## src/rtl/run_monitor_pkg.sv

```systemverilog
// Shared types and helpers for the CPU run monitor: run-control states,
// default halt opcode and a width helper for address/counter sizing.
package run_monitor_pkg;

    typedef enum logic [2:0] {
        IDLE,
        RUN,
        DRAIN,
        DUMP_RF,
        DUMP_DM,
        DONE
    } run_state_t;

    localparam logic [15:0] DEFAULT_HALT_PATTERN = 16'hFFFF;

    // Never returns 0 so that single-entry ranges still get a 1-bit field.
    function automatic int clog2(input int value);
        int width;
        width = 1;
        while ((1 << width) < value) begin
            width++;
        end
        return width;
    endfunction

endpackage

```

## src/rtl/cpu_run_monitor_if.sv

```systemverilog
// Valid/ready state-dump stream from the run monitor to its consumer.
interface cpu_run_monitor_if #(
    parameter int DATA_W = 16,
    parameter int IDX_W  = 5
);

    logic              dump_valid_o;
    logic              dump_ready_i;
    logic              dump_is_mem_o;
    logic [IDX_W-1:0]  dump_idx_o;
    logic [DATA_W-1:0] dump_data_o;

    modport master (
        output dump_valid_o,
        output dump_is_mem_o,
        output dump_idx_o,
        output dump_data_o,
        input  dump_ready_i
    );

    modport slave (
        input  dump_valid_o,
        input  dump_is_mem_o,
        input  dump_idx_o,
        input  dump_data_o,
        output dump_ready_i
    );

endinterface

```

## src/rtl/dump_sequencer.sv

```systemverilog
// Walks the register file then data memory through spare async read ports and
// presents each word on a registered valid/ready stream, one word per cycle.
module dump_sequencer #(
    parameter int DATA_W    = 16,
    parameter int NUM_REGS  = 8,
    parameter int MEM_WORDS = 32,
    parameter int IDX_W     = 5,
    parameter int RA_W      = 3,
    parameter int DA_W      = 5
) (
    input  logic              clk_i,
    input  logic              rst_n,
    input  logic              dump_rf,
    input  logic              dump_dm,
    output logic [RA_W-1:0]   rf_raddr_o,
    input  logic [DATA_W-1:0] rf_rdata_i,
    output logic [DA_W-1:0]   dm_raddr_o,
    input  logic [DATA_W-1:0] dm_rdata_i,
    output logic              phase_done,
    cpu_run_monitor_if.master dump
);

    localparam logic [IDX_W-1:0] RF_LAST = IDX_W'(NUM_REGS - 1);
    localparam logic [IDX_W-1:0] DM_LAST = IDX_W'(MEM_WORDS - 1);

    logic [IDX_W-1:0]  idx_q;
    logic              exhausted_q;
    logic              valid_q;
    logic              is_mem_q;
    logic [IDX_W-1:0]  out_idx_q;
    logic [DATA_W-1:0] data_q;

    logic              active;
    logic              accept;
    logic              load;
    logic [IDX_W-1:0]  last_idx;

    assign active   = dump_rf || dump_dm;
    assign accept   = valid_q && dump.dump_ready_i;
    assign last_idx = dump_dm ? DM_LAST : RF_LAST;
    // A new word may be fetched whenever the output slot is empty or draining this cycle.
    assign load     = active && !exhausted_q && (!valid_q || dump.dump_ready_i);

    // exhausted_q marks that the phase's last word is in the output slot; its acceptance ends the phase.
    assign phase_done = accept && exhausted_q;

    assign rf_raddr_o = idx_q[RA_W-1:0];
    assign dm_raddr_o = idx_q[DA_W-1:0];

    assign dump.dump_valid_o  = valid_q;
    assign dump.dump_is_mem_o = is_mem_q;
    assign dump.dump_idx_o    = out_idx_q;
    assign dump.dump_data_o   = data_q;

    always_ff @(posedge clk_i or negedge rst_n) begin
        if (!rst_n) begin
            idx_q       <= '0;
            exhausted_q <= 1'b0;
            valid_q     <= 1'b0;
            is_mem_q    <= 1'b0;
            out_idx_q   <= '0;
            data_q      <= '0;
        end else if (load) begin
            valid_q   <= 1'b1;
            is_mem_q  <= dump_dm;
            out_idx_q <= idx_q;
            data_q    <= dump_dm ? dm_rdata_i : rf_rdata_i;
            if (idx_q == last_idx) begin
                idx_q       <= '0;
                exhausted_q <= 1'b1;
            end else begin
                idx_q <= idx_q + IDX_W'(1);
            end
        end else if (accept) begin
            valid_q     <= 1'b0;
            exhausted_q <= 1'b0;
        end
    end

endmodule

```

## src/rtl/cpu_run_monitor.sv

```systemverilog
// Run-control and state-dump monitor for the single-cycle CPU.
// Define RUN_MONITOR_CHECKSUM_EN to add checksum_o, the sum of all accepted dump words.
module cpu_run_monitor
    import run_monitor_pkg::*;
#(
    parameter int                 INSTR_W      = 16,
    parameter int                 DATA_W       = 16,
    parameter int                 NUM_REGS     = 8,
    parameter int                 MEM_WORDS    = 32,
    parameter int                 MAX_CYCLES   = 50,
    parameter int                 DRAIN_CYCLES = 2,
    parameter logic [INSTR_W-1:0] HALT_PATTERN = INSTR_W'(DEFAULT_HALT_PATTERN)
) (
    input  logic                                clk_i,
    input  logic                                rst_n,
    input  logic                                start_i,
    input  logic                                instr_valid_i,
    input  logic [INSTR_W-1:0]                  instr_i,
    output logic [clog2(NUM_REGS)-1:0]          rf_raddr_o,
    input  logic [DATA_W-1:0]                   rf_rdata_i,
    output logic [clog2(MEM_WORDS)-1:0]         dm_raddr_o,
    input  logic [DATA_W-1:0]                   dm_rdata_i,
    cpu_run_monitor_if.master                   dump,
    output logic [clog2(MAX_CYCLES+1)-1:0]      cycle_count_o,
    output logic                                halted_o,
    output logic                                timeout_o,
    output logic                                done_o
`ifdef RUN_MONITOR_CHECKSUM_EN
    ,
    output logic [DATA_W-1:0]                   checksum_o
`endif
);

    localparam int RA_W  = clog2(NUM_REGS);
    localparam int DA_W  = clog2(MEM_WORDS);
    localparam int IDX_W = clog2((NUM_REGS > MEM_WORDS) ? NUM_REGS : MEM_WORDS);
    localparam int CNT_W = clog2(MAX_CYCLES + 1);
    localparam int DRN_W = clog2(DRAIN_CYCLES + 1);

    localparam logic [CNT_W-1:0] CNT_LAST   = CNT_W'(MAX_CYCLES - 1);
    localparam logic [CNT_W-1:0] CNT_MAX    = CNT_W'(MAX_CYCLES);
    localparam logic [DRN_W-1:0] DRAIN_LAST = DRN_W'((DRAIN_CYCLES > 0) ? DRAIN_CYCLES - 1 : 0);
    localparam run_state_t       AFTER_RUN  = (DRAIN_CYCLES == 0) ? DUMP_RF : DRAIN;

    run_state_t       state_q, state_d;
    logic [DRN_W-1:0] drain_q;
    logic             clear_run, count_inc, set_halt, set_timeout, set_done;
    logic             drain_clr, drain_inc;
    logic             phase_done;

    always_ff @(posedge clk_i or negedge rst_n) begin
        if (!rst_n) begin
            state_q <= IDLE;
        end else begin
            state_q <= state_d;
        end
    end

    // Halt is checked before the count so a halt on the limit cycle reports halted, not timeout.
    always_comb begin
        state_d     = state_q;
        clear_run   = 1'b0;
        count_inc   = 1'b0;
        set_halt    = 1'b0;
        set_timeout = 1'b0;
        set_done    = 1'b0;
        drain_clr   = 1'b0;
        drain_inc   = 1'b0;
        case (state_q)
            IDLE, DONE: begin
                if (start_i) begin
                    state_d   = RUN;
                    clear_run = 1'b1;
                end
            end
            RUN: begin
                if (instr_valid_i) begin
                    if (instr_i == HALT_PATTERN) begin
                        set_halt  = 1'b1;
                        drain_clr = 1'b1;
                        state_d   = AFTER_RUN;
                    end else begin
                        count_inc = 1'b1;
                        if (cycle_count_o == CNT_LAST) begin
                            set_timeout = 1'b1;
                            drain_clr   = 1'b1;
                            state_d     = AFTER_RUN;
                        end
                    end
                end
            end
            DRAIN: begin
                if (drain_q == DRAIN_LAST) begin
                    state_d = DUMP_RF;
                end else begin
                    drain_inc = 1'b1;
                end
            end
            DUMP_RF: begin
                if (phase_done) begin
                    state_d = DUMP_DM;
                end
            end
            DUMP_DM: begin
                if (phase_done) begin
                    state_d  = DONE;
                    set_done = 1'b1;
                end
            end
            default: state_d = IDLE;
        endcase
    end

    always_ff @(posedge clk_i or negedge rst_n) begin
        if (!rst_n) begin
            cycle_count_o <= '0;
            halted_o      <= 1'b0;
            timeout_o     <= 1'b0;
            done_o        <= 1'b0;
            drain_q       <= '0;
        end else begin
            if (clear_run) begin
                cycle_count_o <= '0;
                halted_o      <= 1'b0;
                timeout_o     <= 1'b0;
                done_o        <= 1'b0;
            end else begin
                if (count_inc && (cycle_count_o != CNT_MAX)) begin
                    cycle_count_o <= cycle_count_o + CNT_W'(1);
                end
                if (set_halt) begin
                    halted_o <= 1'b1;
                end
                if (set_timeout) begin
                    timeout_o <= 1'b1;
                end
                if (set_done) begin
                    done_o <= 1'b1;
                end
            end
            if (drain_clr) begin
                drain_q <= '0;
            end else if (drain_inc) begin
                drain_q <= drain_q + DRN_W'(1);
            end
        end
    end

    dump_sequencer #(
        .DATA_W    (DATA_W),
        .NUM_REGS  (NUM_REGS),
        .MEM_WORDS (MEM_WORDS),
        .IDX_W     (IDX_W),
        .RA_W      (RA_W),
        .DA_W      (DA_W)
    ) u_dump_sequencer (
        .clk_i      (clk_i),
        .rst_n      (rst_n),
        .dump_rf    (state_q == DUMP_RF),
        .dump_dm    (state_q == DUMP_DM),
        .rf_raddr_o (rf_raddr_o),
        .rf_rdata_i (rf_rdata_i),
        .dm_raddr_o (dm_raddr_o),
        .dm_rdata_i (dm_rdata_i),
        .phase_done (phase_done),
        .dump       (dump)
    );

`ifdef RUN_MONITOR_CHECKSUM_EN
    always_ff @(posedge clk_i or negedge rst_n) begin
        if (!rst_n) begin
            checksum_o <= '0;
        end else if (clear_run) begin
            checksum_o <= '0;
        end else if (dump.dump_valid_o && dump.dump_ready_i) begin
            checksum_o <= checksum_o + dump.dump_data_o;
        end
    end
`endif

endmodule
```

## src/flat_wrapper.sv

```systemverilog
// flat-port wrapper written by rule: the top's interface ports become plain ports
module cpu_run_monitor_flat import run_monitor_pkg::*;
#(
    parameter int                 INSTR_W      = 16,
    parameter int                 DATA_W       = 16,
    parameter int                 NUM_REGS     = 8,
    parameter int                 MEM_WORDS    = 32,
    parameter int                 MAX_CYCLES   = 50,
    parameter int                 DRAIN_CYCLES = 2,
    parameter logic [INSTR_W-1:0] HALT_PATTERN = INSTR_W'(DEFAULT_HALT_PATTERN)
)
  (clk_i, rst_n, start_i, instr_valid_i, instr_i, rf_raddr_o, rf_rdata_i, dm_raddr_o, dm_rdata_i, cycle_count_o, halted_o, timeout_o, done_o, dump_dump_valid_o, dump_dump_is_mem_o, dump_dump_idx_o, dump_dump_data_o, dump_dump_ready_i);
  cpu_run_monitor_if #(.DATA_W(DATA_W)) dump_i ();
  input  logic clk_i;
  input  logic rst_n;
  input  logic start_i;
  input  logic instr_valid_i;
  input  logic [INSTR_W-1:0] instr_i;
  output logic [clog2(NUM_REGS)-1:0] rf_raddr_o;
  input  logic [DATA_W-1:0] rf_rdata_i;
  output logic [clog2(MEM_WORDS)-1:0] dm_raddr_o;
  input  logic [DATA_W-1:0] dm_rdata_i;
  output logic [clog2(MAX_CYCLES+1)-1:0] cycle_count_o;
  output logic halted_o;
  output logic timeout_o;
  output logic done_o;
  output wire logic [$bits(dump_i.dump_valid_o)-1:0] dump_dump_valid_o;
  output wire logic [$bits(dump_i.dump_is_mem_o)-1:0] dump_dump_is_mem_o;
  output wire logic [$bits(dump_i.dump_idx_o)-1:0] dump_dump_idx_o;
  output wire logic [$bits(dump_i.dump_data_o)-1:0] dump_dump_data_o;
  input wire logic [$bits(dump_i.dump_ready_i)-1:0] dump_dump_ready_i;
  assign dump_dump_valid_o = dump_i.dump_valid_o;
  assign dump_dump_is_mem_o = dump_i.dump_is_mem_o;
  assign dump_dump_idx_o = dump_i.dump_idx_o;
  assign dump_dump_data_o = dump_i.dump_data_o;
  assign dump_i.dump_ready_i = dump_dump_ready_i;
  cpu_run_monitor #(.INSTR_W(INSTR_W), .DATA_W(DATA_W), .NUM_REGS(NUM_REGS), .MEM_WORDS(MEM_WORDS), .MAX_CYCLES(MAX_CYCLES), .DRAIN_CYCLES(DRAIN_CYCLES), .HALT_PATTERN(HALT_PATTERN)) u_core (.clk_i(clk_i), .rst_n(rst_n), .start_i(start_i), .instr_valid_i(instr_valid_i), .instr_i(instr_i), .rf_raddr_o(rf_raddr_o), .rf_rdata_i(rf_rdata_i), .dm_raddr_o(dm_raddr_o), .dm_rdata_i(dm_rdata_i), .dump(dump_i), .cycle_count_o(cycle_count_o), .halted_o(halted_o), .timeout_o(timeout_o), .done_o(done_o));
endmodule
```

## config.mk

```make
export PLATFORM = sky130hd
export DESIGN_NAME = cpu_run_monitor_flat
export DESIGN_NICKNAME = d
export VERILOG_FILES = /design/src/rtl/run_monitor_pkg.sv /design/src/rtl/cpu_run_monitor_if.sv /design/src/rtl/dump_sequencer.sv /design/src/rtl/cpu_run_monitor.sv /design/src/flat_wrapper.sv
export SDC_FILE = /design/constraint.sdc
export NUM_CORES = 1
export LEC_CHECK = 0
export CAP_MARGIN = 5
export CORE_MARGIN = 1
export CORE_UTILIZATION = 25
export DETAILED_ROUTE_END_ITERATION = 8
export SYNTH_ARGS = -nofsm -noshare
export SYNTH_HDL_FRONTEND = slang
export SYNTH_SLANG_ARGS = --single-unit
export TNS_END_PERCENT = 10
```

## constraint.sdc

```tcl
create_clock -name clk_i -period 1.45 [get_ports clk_i]
set_input_delay 0.145 -clock clk_i [delete_from_list [all_inputs] [get_ports clk_i]]
set_output_delay 0.145 -clock clk_i [all_outputs]
set_load 0.02 [all_outputs]
```

== Word level (Yosys, flattened, before mapping) ==
Index checks and enable logic that the tools add are counted.

* $add $sub $neg: 3
* Equality and inequality tests: 17
* Multiplexer cells: 44
* Reduce and logical (&&, ||, !) cells: 19

{| class="wikitable"
|+ Operators by type and width
! operator !! number
|-
| $mux W1 || 29
|-
| $mux W3 || 7
|-
| $eq A16 B16 Y1 const B || 1
|-
| $mux W16 || 1
|-
| $pmux W3 S5 || 1
|-
| $mux W6 || 2
|-
| $reduce_bool A2 Y1 || 6
|-
| $mux W5 || 2
|-
| $ne A2 B1 Y1 const B || 4
|-
| $add A6 B1 Y6 const B || 1
|-
| $eq A3 B2 Y1 const B || 2
|-
| $eq A3 B3 Y1 const B || 2
|-
| $eq A6 B6 Y1 const B || 1
|-
| $ne A6 B6 Y1 const B || 1
|-
| $reduce_and A6 Y1 || 1
|-
| $add A5 B1 Y5 const B || 1
|-
| $eq A5 B5 Y1 || 1
|-
| $logic_and A1 B1 Y1 || 5
|-
| $mux W2 || 2
|-
| $ne A2 B2 Y1 const B || 2
|-
| $eq A3 B1 Y1 const B || 1
|-
| $logic_not A3 Y1 || 1
|-
| $ne A3 B1 Y1 const B || 1
|-
| $add A2 B1 Y2 const B || 1
|-
| other kinds (5) || 7
|}

* Register bits: 43
* Input port bits: 53
* Word-level logic and storage cells: 95

== Depth between registers and ports, before layout ==
* Depth in word-level cells: 7
* Mapped depth: 7
* Gate-level depth less buffers: 6

== Cells and area by module ==
A second synthesis with hierarchy kept.

* Cell total of the unflattened synthesis: 212
* Area total of the unflattened synthesis: 2357.3 um2

{| class="wikitable"
|+ Modules (own cells, without submodules)
! module !! times used !! cells each !! area an instance (um2)
|-
| dump_sequencer || 1 || 128 || 1491.4
|-
| cpu_run_monitor || 1 || 84 || 865.8
|}

== Worst setup path before layout ==
Ideal clock, no wire load.

* Kind: register to register
* From: register u_core.state_q[0]
* To: register u_core.u_dump_sequencer.out_idx_q[0], in the netlist u_core.u_dump_sequencer.dump.dump_idx_o[0]
* Data arrival time: 1.382 ns
* Required time: 1.325 ns
* Path slack: -0.056 ns
* Stages on the path, launching flop included: 6
* Path buffers: 2
* Period minus slack after synthesis: 1.506 ns
* Cells stage by stage: dfrtp_1 > buf_6 > and3b_1 > o211ai_2 > buf_4 > mux2_2

* Cells in the longest elaborated chain, start to end: 4
* Elaborated cells between the ends (all ways): 5
* Classes of those cells: eq/ne (2); reduce/logical (3)

{| class="wikitable"
|+ RTL lines
! item !! line !! source
|-
| start: declaration || cpu_run_monitor.sv:45 || <nowiki>run_state_t state_q, state_d;</nowiki>
|-
| start signal: assignment || cpu_run_monitor.sv:55 || <nowiki>state_q <= state_d;</nowiki>
|-
| $eq A3 B2 Y1 / $eq A3 B3 Y1 (equally long branches) || cpu_run_monitor.sv:159, cpu_run_monitor.sv:160 ||
|-
| $logic_or A1 B1 Y1 * || dump_sequencer.sv:38 || <nowiki>assign active = dump_rf || dump_dm;</nowiki>
|-
| $logic_and A1 B1 Y1 * (2 in series) || dump_sequencer.sv:42 || <nowiki>assign load = active && !exhausted_q && (!valid_q || dump.dump_ready_i);</nowiki>
|-
| end signal: assignment || dump_sequencer.sv:66 || <nowiki>out_idx_q <= idx_q;</nowiki>
|-
| end: declaration || dump_sequencer.sv:30 || <nowiki>logic [IDX_W-1:0] out_idx_q;</nowiki>
|}

Every way passes the cells marked *; elsewhere a longest branch is shown, timed or not.
A chain may end at the register's enable or synchronous reset.

== Final worst setup path ==
* From: register u_core.state_q[0]
* To: register u_core.u_dump_sequencer.exhausted_q

* Cells in the longest elaborated chain, start to end: 6
* Elaborated cells between the ends (all ways): 11
* Classes of those cells: eq/ne (4); mux (2); reduce/logical (5)

{| class="wikitable"
|+ RTL lines
! item !! line !! source
|-
| branches (longest 6 deep; another with $mux W5) || n/a ||
|-
| end signal: assignment || dump_sequencer.sv:58 || <nowiki>exhausted_q <= 1'b0;</nowiki>
|-
| end signal: assignment || dump_sequencer.sv:70 || <nowiki>exhausted_q <= 1'b1;</nowiki>
|-
| end signal: assignment || dump_sequencer.sv:76 || <nowiki>exhausted_q <= 1'b0;</nowiki>
|-
| end: declaration || dump_sequencer.sv:27 || <nowiki>logic exhausted_q;</nowiki>
|}

Several ways; the timed one is not identified.

==> results.yml <==
outcome:
  outcome: "finished, violations left"
  violations: "negative setup slack"
logic_synthesis:
  yosys-top-cells-count: "43 x dfrtp_1, 24 x nand2_1, 21 x o21ai_0"
  synthXorXnorAreaFrac_pct: 2.00
  synth_top_family_by_area: "simple AND/OR/NAND/NOR gates"
  avgSynthCellArea_um2: 10.7
  synthAdderAreaFrac_pct: 2.86
  yosys_warnings: 0
  synthTopCellsByArea: "dfrtp_1 49%, mux2i_1 8.7%, o21ai_0 4.8%, nand2_1 4.1%, mux2_2 3.6%"
  syn-num-nets: 262
  yosysUniqueCellTypes: 41
  synthCells: 204
  yosysSeqAreaShare_pct: 49.1
  synth_compound_area_share_pct: 11.9
  synth.most_common_cell: "dfrtp_1"
  synth_area_um2: 2190
  synth_top_flop_cell: "dfrtp_1"
  ys_ff_latch: 43
  synth_top_area_share_pct: 49.1
  synthMuxAreaShare_pct: 12.3
  synth_edf_count: 0
  synth_top_area_cell: "dfrtp_1"
  synthSimpleGateAreaFrac_pct: 16.7
  synthArstFlopShare_pct: 100
pwr:
  seqPwrFrac_pct: 33.1
  pwr-share-clk_pct: 11.6
  p_sw_mw: 2.52
  p_comb_share_pct: 55.4
  swShare_pct: 39.8
  power_leakage_nw: 1.82
  p_per_area_nw_per_um2: 1750
  ir_drop_mv: 0.592
  p_int_mw: 3.81
place:
  hpwl_mm: 4.26
  place_ws_ns: -0.223
  place_congestion: 0.746
  dpl_cell_area_um2: 3380
  portBuffers: 92
timing:
  fmax_mhz: 646
  setup_viol: 30
  relSlewSlack_pct: 64.2
  whs_ns: 0.382
  fin_crit_sh_pct: 107
  drv_slew: 0
  finClkSkew_ns: 0.00157
  setup_slack_ns: -0.0978
  period_needed_ns: 1.55
  finalSetupTns_ns: -1.46
  grt_setup_unrepaired: "yes"
  finalHoldViolCount: 0
  tightest_slew_ns: 0.536
clock_tree:
  cts.sinks: 43
  clkTransAtPathRegs_ns: 0.08
  cts_buffer_depth: 2
  cts_tree: "built"
  cts_buffers: 5
  clkLatencyLatePin_ns: 0.29
  htreeDepth: 2
  cts_root_buf: "clkbuf_8"
die:
  io_pins: 93
  initial_utilization_pct: 26.3
  fp.dieH_um: 95.6
  dieArea_um2: 9140
  core_area_um2: 8340
  core.rowCount: 33
  die_w_um: 95.6
finish:
  final_area_um2: 3620
  final_nets: 381
  diodes: 0
  syn_to_final_growth_pct: 65.1
  fin_util_pct: 43.4
  drive_gt1_share_pct: 17.9
grt:
  grt_max_degree: 24
  grt-ovfl-total: 0
  grt_pass1_wl_mm: 9.03
  grt_usage_pct: 12.8
  antenna_found_initial: 0
  grt_pass1_vias: 1904
drt:
  wl_mm: 5.49
  wl_per_cell_um: 12.8
  via_per_inst: 4.56
  num_vias: 1956
  drc_errors: 0
  initialDrtViolationCount: 32
  dr.pass1.iters: 4
  ant_nets: 0
worst_setup_path:
  cp.arrival_ns: 1.73
  worstSetupStartpointType: "flip-flop"
  cp.required_ns: 1.63
  startpoint: "u_core.state_q[0]$_DFFE_PN0P_"
  end_kind: "flip-flop"
  ff2ff_path_depth: 5
  r2r_setup_slack_ns: -0.1
  r2r_start: "u_core.state_q[0]$_DFFE_PN0P_"
  worstPathMaxFanout: 4
  timing.rr.end: "u_core.u_dump_sequencer.exhausted_q$_DFFE_PN0P_"
  crit_type: "reg2reg"
flow_run:
  maxCapViolCount: 0
min_path:
  hp-class: "in2async"
[cell type report]
type / instances / area, um2
sequential: 43 / 1080
tap: 105 / 131
timing repair buffer: 124 / 1250
clock inverter: 1 / 5.00
multi-input combinational: 144 / 1060
inverter: 5 / 18.8
clock buffer: 7 / 76.3
fill: 815 / 4720
[kinds of logic after synthesis]
family / after synthesis
simple gates: 66
flops: 43
compound gates: 42
mux: 26
buf+inv: 17
xor+xnor: 5
fa+ha+maj: 5
[sequential cells by signal (all words and copies together) (netlist names)]
signal	flops
u_core.done_o	1
u_core.u_dump_sequencer.exhausted_q	1
u_core.drain_q	2
u_core.halted_o	1
u_core.state_q	3
u_core.u_dump_sequencer.dump.dump_valid_o	1
u_core.u_dump_sequencer.dump.dump_data_o	16
u_core.u_dump_sequencer.dump.dump_is_mem_o	1
u_core.u_dump_sequencer.dm_raddr_o	5
u_core.cycle_count_o	6
u_core.u_dump_sequencer.dump.dump_idx_o	5
u_core.timeout_o	1
[worst max-delay path, cell delays in order (launching register included)]
cell	delay [ns]
dfrtp_1	0.44
nor3b_4	0.33
buf_4	0.20
nor3_1	0.05
o2111a_1	0.27
a21o_1	0.16
[placed cells by master, fill, tap and decap left out, drive strengths merged, types with 2 or more instances in the layout]
cell type,instances
nor3,2
mux2,7
dlygate4sd2,12
dfrtp,43
and2,2
xnor2,5
nand3b,2
nand2,24
mux2i,19
a21oi,5
o21ai,23
nor3b,2
inv,5
nand3,3
or3,4
dlymetal6s2s,24
nand2b,3
o21a,2
clkbuf,7
and3b,2
clkdlybuf4s50,55
o211ai,2
o41ai,3
ha,5
nand4,7
and4,2
buf,32
nor2,9
[what timing repair did]
item,4_1_cts,5_1_grt
endpoints found under the setup margin,43,62
pin swaps,5,5
hold buffers,1,0
gates resized for setup,24,40
hold endpoints to repair,22,0
setup buffers,2,2
[power groups by stage]
stage,sequential [mW],combinational [mW],clock (mW)
floorplan,2.61,1.34,0
global placement,2.12,3.43,0
detailed placement,2.13,3.48,0
CTS,2.11,3.50,0.768
global route,2.18,3.85,0.837
finish,2.09,3.50,0.734
[worst max-delay path by stage]
stage,endpoint,slack (ns)
global route,u_core.u_dump_sequencer.exhausted_q$_DFFE_PN0P_,-0.17
floorplan,u_core.u_dump_sequencer.dump.dump_idx_o[0]$_DFFE_PN0P_,-0.04
global placement,u_core.cycle_count_o[2]$_DFFE_PN0P_,-0.20
finish,u_core.u_dump_sequencer.exhausted_q$_DFFE_PN0P_,-0.1
detailed placement,u_core.cycle_count_o[0]$_DFFE_PN0P_,-0.22
CTS,u_core.u_dump_sequencer.dump.dump_is_mem_o$_DFFE_PN0P_,-0.12
[stage by stage]
stage / total power, mW / std cells
3_3_place_gp: 5.55 / 416
3_5_place_dp: 5.61 / 416
6_report: 6.33 / 429
2_1_floorplan: 3.96 / 204
4_1_cts: 6.38 / 427
5_1_grt: 6.87 / 429
[per-layer routing]
| layer | track usage [%] | up-vias | part of all wire (%) |
|---|---|---|---|
| met5 | 0 | - | 0 |
| met4 | 3.11 | 0 | 0.80 |
| met3 | 5.18 | 5 | 9.4 |
| met2 | 21.1 | 71 | 48 |
| met1 | 15.5 | 915 | 42 |
| li1 | - | 965 | - |
Power figures use the tool's default switching activity.
